<file path="src/rtl/jtag_func_sel_pkg.sv">
// Shared JTAG user-channel definitions: default code widths, the daisy-chain code
// and the strobe code window used by the function-select block.
package jtag_func_sel_pkg;

    localparam int          FW_DEF        = 8;
    localparam int          NF_DEF        = 16;
    localparam logic [7:0]  DSY_CODE_DEF  = 8'h30;
    localparam logic [7:0]  STRB_BASE_DEF = 8'h3C;
    localparam int          N_STRB        = 4;

    // Which of the three actions an Update-DR performs for a given code.
    typedef enum logic [1:0] {
        ACT_NONE  = 2'd0,
        ACT_LOAD  = 2'd1,
        ACT_STRB  = 2'd2
    } upd_act_e;

endpackage

</file>
<file path="src/rtl/jtag_code_dec.sv">
// Combinational decode of an instruction code into a one-hot function select,
// a daisy-chain flag and strobe flags. Zero latency, no state.
module jtag_code_dec
    import jtag_func_sel_pkg::*;
#(
    parameter int             FW        = FW_DEF,
    parameter int             NF        = NF_DEF,
    parameter logic [FW-1:0]  DSY_CODE  = FW'(DSY_CODE_DEF),
    parameter logic [FW-1:0]  STRB_BASE = FW'(STRB_BASE_DEF)
) (
    input  logic [FW-1:0]     code,
    output logic [NF-1:0]     fsel,
    output logic              dsy,
    output logic              strb_hit,
    output logic [N_STRB-1:0] strb_vec
);

    logic [FW-1:0] strb_off;

    always_comb begin
        // Codes below the base wrap to large offsets and fall outside the window.
        strb_off = code - STRB_BASE;
        strb_hit = (strb_off < FW'(N_STRB));
        strb_vec = '0;
        if (strb_hit) begin
            strb_vec[strb_off[1:0]] = 1'b1;
        end
    end

    always_comb begin
        dsy  = (code == DSY_CODE);
        fsel = '0;
        // Daisy-chain mode wins so FSEL and DSY_CHAIN can never both be set.
        for (int k = 0; k < NF; k++) begin
            if (!dsy && (code == FW'(k + 1))) begin
                fsel[k] = 1'b1;
            end
        end
    end

endmodule

</file>
<file path="src/rtl/jtag_func_sel.sv">
// JTAG user-channel function selector: instruction register, latched function code,
// one-hot select / daisy-chain enable, single-cycle strobes and the TDO mux.
module jtag_func_sel
    import jtag_func_sel_pkg::*;
#(
    parameter int             FW        = FW_DEF,
    parameter int             NF        = NF_DEF,
    parameter logic [FW-1:0]  DSY_CODE  = FW'(DSY_CODE_DEF),
    parameter logic [FW-1:0]  STRB_BASE = FW'(STRB_BASE_DEF)
) (
    input  logic              TCK,
    input  logic              RST,
    input  logic              SEL_INS,
    input  logic              SEL_DAT,
    input  logic              TDI,
    input  logic              CAPTURE,
    input  logic              SHIFT,
    input  logic              UPDATE,
    input  logic [NF-1:0]     TDO_BUS,
    input  logic              DSY_TDO,
    output logic [NF-1:0]     FSEL,
    output logic              DSY_CHAIN,
    output logic [N_STRB-1:0] STRB,
    output logic [FW-1:0]     FCODE,
    output logic              TDO
);

    logic [FW-1:0]     ir_q,    ir_d;
    logic [FW-1:0]     fcode_q, fcode_d;
    logic [NF-1:0]     fsel_q,  fsel_d;
    logic              dsy_q,   dsy_d;
    logic [N_STRB-1:0] strb_q,  strb_d;

    logic              ins_act;
    logic              dat_act;
    upd_act_e          upd_act;

    logic [NF-1:0]     dec_fsel;
    logic              dec_dsy;
    logic              dec_strb_hit;
    logic [N_STRB-1:0] dec_strb_vec;

    // Both selects high is illegal and treated exactly like neither.
    assign ins_act = SEL_INS & ~SEL_DAT;
    assign dat_act = SEL_DAT & ~SEL_INS;

    jtag_code_dec #(
        .FW        (FW),
        .NF        (NF),
        .DSY_CODE  (DSY_CODE),
        .STRB_BASE (STRB_BASE)
    ) u_dec (
        .code      (ir_q),
        .fsel      (dec_fsel),
        .dsy       (dec_dsy),
        .strb_hit  (dec_strb_hit),
        .strb_vec  (dec_strb_vec)
    );

    always_comb begin
        upd_act = ACT_NONE;
        if (ins_act && UPDATE) begin
            upd_act = dec_strb_hit ? ACT_STRB : ACT_LOAD;
        end
    end

    always_comb begin
        ir_d = ir_q;
        if (ins_act) begin
            if (CAPTURE) begin
                ir_d = fcode_q;
            end else if (SHIFT) begin
                ir_d = {TDI, ir_q[FW-1:1]};
            end
        end
    end

    always_comb begin
        fcode_d = fcode_q;
        fsel_d  = fsel_q;
        dsy_d   = dsy_q;
        strb_d  = '0;
        case (upd_act)
            ACT_LOAD: begin
                fcode_d = ir_q;
                fsel_d  = dec_fsel;
                dsy_d   = dec_dsy;
            end
            ACT_STRB: begin
                strb_d  = dec_strb_vec;
            end
            default: ;
        endcase
    end

    always_ff @(posedge TCK or posedge RST) begin
        if (RST) begin
            ir_q    <= '0;
            fcode_q <= '0;
            fsel_q  <= '0;
            dsy_q   <= 1'b0;
            strb_q  <= '0;
        end else begin
            ir_q    <= ir_d;
            fcode_q <= fcode_d;
            fsel_q  <= fsel_d;
            dsy_q   <= dsy_d;
            strb_q  <= strb_d;
        end
    end

    always_comb begin
        TDO = 1'b0;
        if (ins_act) begin
            TDO = ir_q[0];
        end else if (dat_act) begin
            TDO = dsy_q ? DSY_TDO : |(fsel_q & TDO_BUS);
        end
    end

    assign FSEL      = fsel_q;
    assign DSY_CHAIN = dsy_q;
    assign STRB      = strb_q;
    assign FCODE     = fcode_q;

endmodule

</file>
<file path="config.mk">
export PLATFORM = sky130hd
export DESIGN_NAME = jtag_func_sel
export DESIGN_NICKNAME = d
export VERILOG_FILES = /design/src/rtl/jtag_func_sel_pkg.sv /design/src/rtl/jtag_code_dec.sv /design/src/rtl/jtag_func_sel.sv
export SDC_FILE = /design/constraint.sdc
export NUM_CORES = 1
export LEC_CHECK = 0
export CELL_PAD_IN_SITES_DETAIL_PLACEMENT = 0
export CELL_PAD_IN_SITES_GLOBAL_PLACEMENT = 2
export CORE_ASPECT_RATIO = 0.5
export CORE_MARGIN = 2
export CORE_UTILIZATION = 30
export DETAILED_ROUTE_END_ITERATION = 6
export PLACE_DENSITY = 0.89
export SKIP_CTS_REPAIR_TIMING = 1
export SLEW_MARGIN = 10
export SYNTH_ARGS = -nofsm -noshare
export SYNTH_HDL_FRONTEND = slang
export SYNTH_SLANG_ARGS = --single-unit
</file>
<file path="constraint.sdc">
create_clock -name TCK -period 1.8 [get_ports TCK]
set_input_delay 0.45 -clock TCK [delete_from_list [all_inputs] [get_ports TCK]]
set_output_delay 0.45 -clock TCK [all_outputs]
set_load 0.005 [all_outputs]
</file>
==> impl_results.md <==
* RSZ-0062 raised after global routing: true
* Max-cap check violation count at 0
* CP max-delay cell: clkdlybuf4s50_1
* HP Class: in -> async
* Root Buffer: clkbuf_16
* Delay-heaviest family, CP: buffers and inverters
* ANT nets after route at 0
* Mapped cell area at 1730 µm²
* Placed inst area at 2600 µm²
* Post-synthesis cell count at 131
* Vias at 1,418
* Clock power share at 31.3%
* Final HPWL DP at 3.31 mm
* CTS H-tree lvls at 2
* Critical Path RT at 1350 ps
* Worst-path clk slew at 60 ps
* Clock skew at 5.22 ps
* Number of port buffers at 54
* ANT cells at 0
* Num Clock Sinks at 37
* Fin crit period at 2010 ps
* TritonRoute pass-1 iters at 4
* Worst R2R Start: ir_q[5]
* Placed cell count at 284
* Logic gate share of total power at 31.5%
* Startpoint Class: input pin
* Status: finished, violations left
* Routed len/inst at 15.6 µm
* Critical Setup Path Class: in -> out
* Internal at 2.33 mW
* DIE AREA at 6420 µm²
* Post-Syn Nets at 156
* CTS tree: done
* Final Cycle Share at 111%
* Post-route cell area at 2830 µm²
* Max-slew violation count at 0
* Row count at 19
* Buffers & Inverters on Critical Path at 2
* CTS buffer count at 5
* P_sw at 0.978 mW
* Vias in the first global route at 1,500
* Final nets at 243
* Ports at 55
* Gr ovfl total at 0
* Max_slew headroom at 74.3%
* Seq/Total Area, Yosys at 53.5%
* Clk buf depth at 2
* Crit path launch: TDO_BUS[6]
* Yosys cell types at 35
* DR iter-0 viols at 72
* Syn-to-layout area delta at 63.4%
* Die H at 57.7 µm
* Multi-input gate area at 767 µm²
* Leakage at 1.39 nW
* WP depth at 5
* Core area at 5520 µm²
* Pre-CTS setup slack at -738 ps
* PD cells at 1170 nW/µm²
* Routability Congestion at 0.738
* Max Clk Rate at 499 MHz
* Crit-path max cell delay at 410 ps
* Via-to-Cell Ratio at 4.86
* Initial antenna violation count at 0
* Least-Margin Pin Slew at 383 ps
* Pin count of the biggest net entering global routing at 38
* Die width at 111 µm
* # setup viols final at 1
* FF+latch area at 926 µm²
* Final WL at 4.57 mm
* Synth Area per Inst at 13.2 µm²
* DRC errors left at 0
* Share of layout cells above drive strength 1 at 33.3%
* First-pass GRT wire length at 7.32 mm
* Crit path cell chain: clkdlybuf4s50_1 > a22oi_2 > nand4_1 > o31a_1 > clkbuf_2
* Worst Path Max Fanout at 1
* Setup TNS Final at -205 ps
* Clock latency at the later pin of the worst-skew pair at 280 ps
* Final Power at 3.31 mW
* Max IR drop VDD at 0.497 mV
* Setup crit end kind: output port
* R2r setup slk at 100 ps
* Switch share at 29.6%
* Post-synthesis register bit count at 37
* Non-filler cells, final at 292
* Final hold violation count at 0
* Violated checks: setup timing
* CP arrival at 1560 ps
* Worst r2r path cells at 3
* Yosys Warn Count at 0
* Total Routing Usage GR at 14.6%
* Fin worst setup slack at -205 ps
* Sequential power share at 37.2%
* Starting Density at 31.4%
* Fill count at 488
==> flip-flops by register name (all words and copies together), names as in the netlist <==
signal     flops
STRB           4
DSY_CHAIN      1
FSEL          16
FCODE          8
ir_q           8
==> cell type report <==
class / instances / area share, %
Clock buffer: 6 / 4.92
Clock inverter: 2 / 1.33
Inverter: 5 / 0.664
Multi-Input combinational cell: 82 / 27.1
Sequential cell: 37 / 32.8
Tap cell: 73 / 3.23
Timing Repair Buffer: 87 / 29.9
==> final timing paths <==
check,end
worst min register to register,FCODE[4]
min in group TCK,FCODE[4]
max in group asynchronous,FSEL[5]
worst max register to register,FSEL[6]
worst min-delay path,FCODE[1]
worst max-delay path,TDO
==> power by group through the flow <==
stage / Sequential, mW / Clock, mW / Combinational [mW]
5_1_grt: 1.27 / 1.09 / 1.13
2_1_floorplan: 1.20 / 0 / 0.536
3_5_place_dp: 1.24 / 0 / 1.05
3_3_place_gp: 1.23 / 0 / 1.02
6_report: 1.23 / 1.04 / 1.04
4_1_cts: 1.23 / 1.05 / 1.06
==> layer usage <==
metal  vias to the layer above  track usage [%]  wire length (µm)
li1                        676                -                 -
met1                       705             18.6              2080
met4                         0             6.00                82
met2                        28             24.1              2270
met5                         -                0                 0
met3                         9             4.08               137
==> metrics by stage <==
stage / utilization [%] / hold slack (ps)
finish: 51.2 / 516
global route: 51.2 / 545
CTS: 50.3 / 525
detailed placement: 47.1 / 523
global placement: 47.1 / 514
floorplan: - / 511
==> placed cells by master, fill, tap and decap left out, drive strengths merged <==
cell | netlist | final
clkbuf | 3 | 7
nand2b | 1 | 1
nor2 | 4 | 4
nand3b | 2 | 2
a21oi | 2 | 2
a22o | 11 | 11
mux2i | 2 | 2
bufinv | 0 | 1
dlymetal6s2s | 0 | 15
nor3b | 3 | 3
a31o | 1 | 1
and3 | 1 | 1
clkinvlp | 0 | 1
a22oi | 7 | 7
nor4 | 3 | 3
and3b | 1 | 1
nand2 | 3 | 3
nand4 | 3 | 3
or4 | 1 | 1
dfrtp | 37 | 37
inv | 5 | 5
o31a | 1 | 1
o21ai | 2 | 2
nor2b | 3 | 3
buf | 4 | 33
a32o | 5 | 5
mux2 | 20 | 20
a222oi | 1 | 1
nor4b | 1 | 1
clkdlybuf4s50 | 0 | 38
nor3 | 3 | 3
and4bb | 1 | 1
==> logic make-up after synthesis <==
kind of cell,Yosys count,synth area share [%]
compound gates,30,14.3
flops,37,53.5
simple gates,30,14.3
mux,22,14.6
buf+inv,12,3.26
==> worst min-delay path: stages <==
cell and delay (ps):
clkdlybuf4s50_1 390, inv_1 90, buf_12 230
==> cell usage after synthesis <==
library cell / count / area, µm²
dfrtp_1: 37 / 926
mux2_2: 18 / 203
a22o_1: 11 / 96.3
a22oi_1: 7 / 52.6
a32o_1: 5 / 50.1
inv_1: 5 / 18.8
nor2_1: 4 / 15.0
buf_2: 3 / 15.0
clkbuf_1: 3 / 11.3
nand2_1: 3 / 11.3
nand4_1: 3 / 18.8
nor2b_1: 3 / 18.8
a21oi_1: 2 / 10.0
mux2_4: 2 / 30.0
mux2i_1: 2 / 20.0
nor3_1: 2 / 10.0
nor3b_1: 2 / 15.0
o21ai_0: 2 / 10.0
a222oi_1: 1 / 10.0
a31o_1: 1 / 8.76
and3_1: 1 / 6.26
and3b_1: 1 / 8.76
and4bb_1: 1 / 12.5
buf_6: 1 / 11.3
nand2b_1: 1 / 6.26
nand3b_1: 1 / 7.51
nand3b_4: 1 / 20.0
nor3_2: 1 / 10.0
nor3b_2: 1 / 12.5
nor4_1: 1 / 6.26
nor4_2: 1 / 12.5
nor4_4: 1 / 21.3
nor4b_4: 1 / 23.8
o31a_1: 1 / 8.76
or4_4: 1 / 11.3
Power figures use the tool's default switching activity.
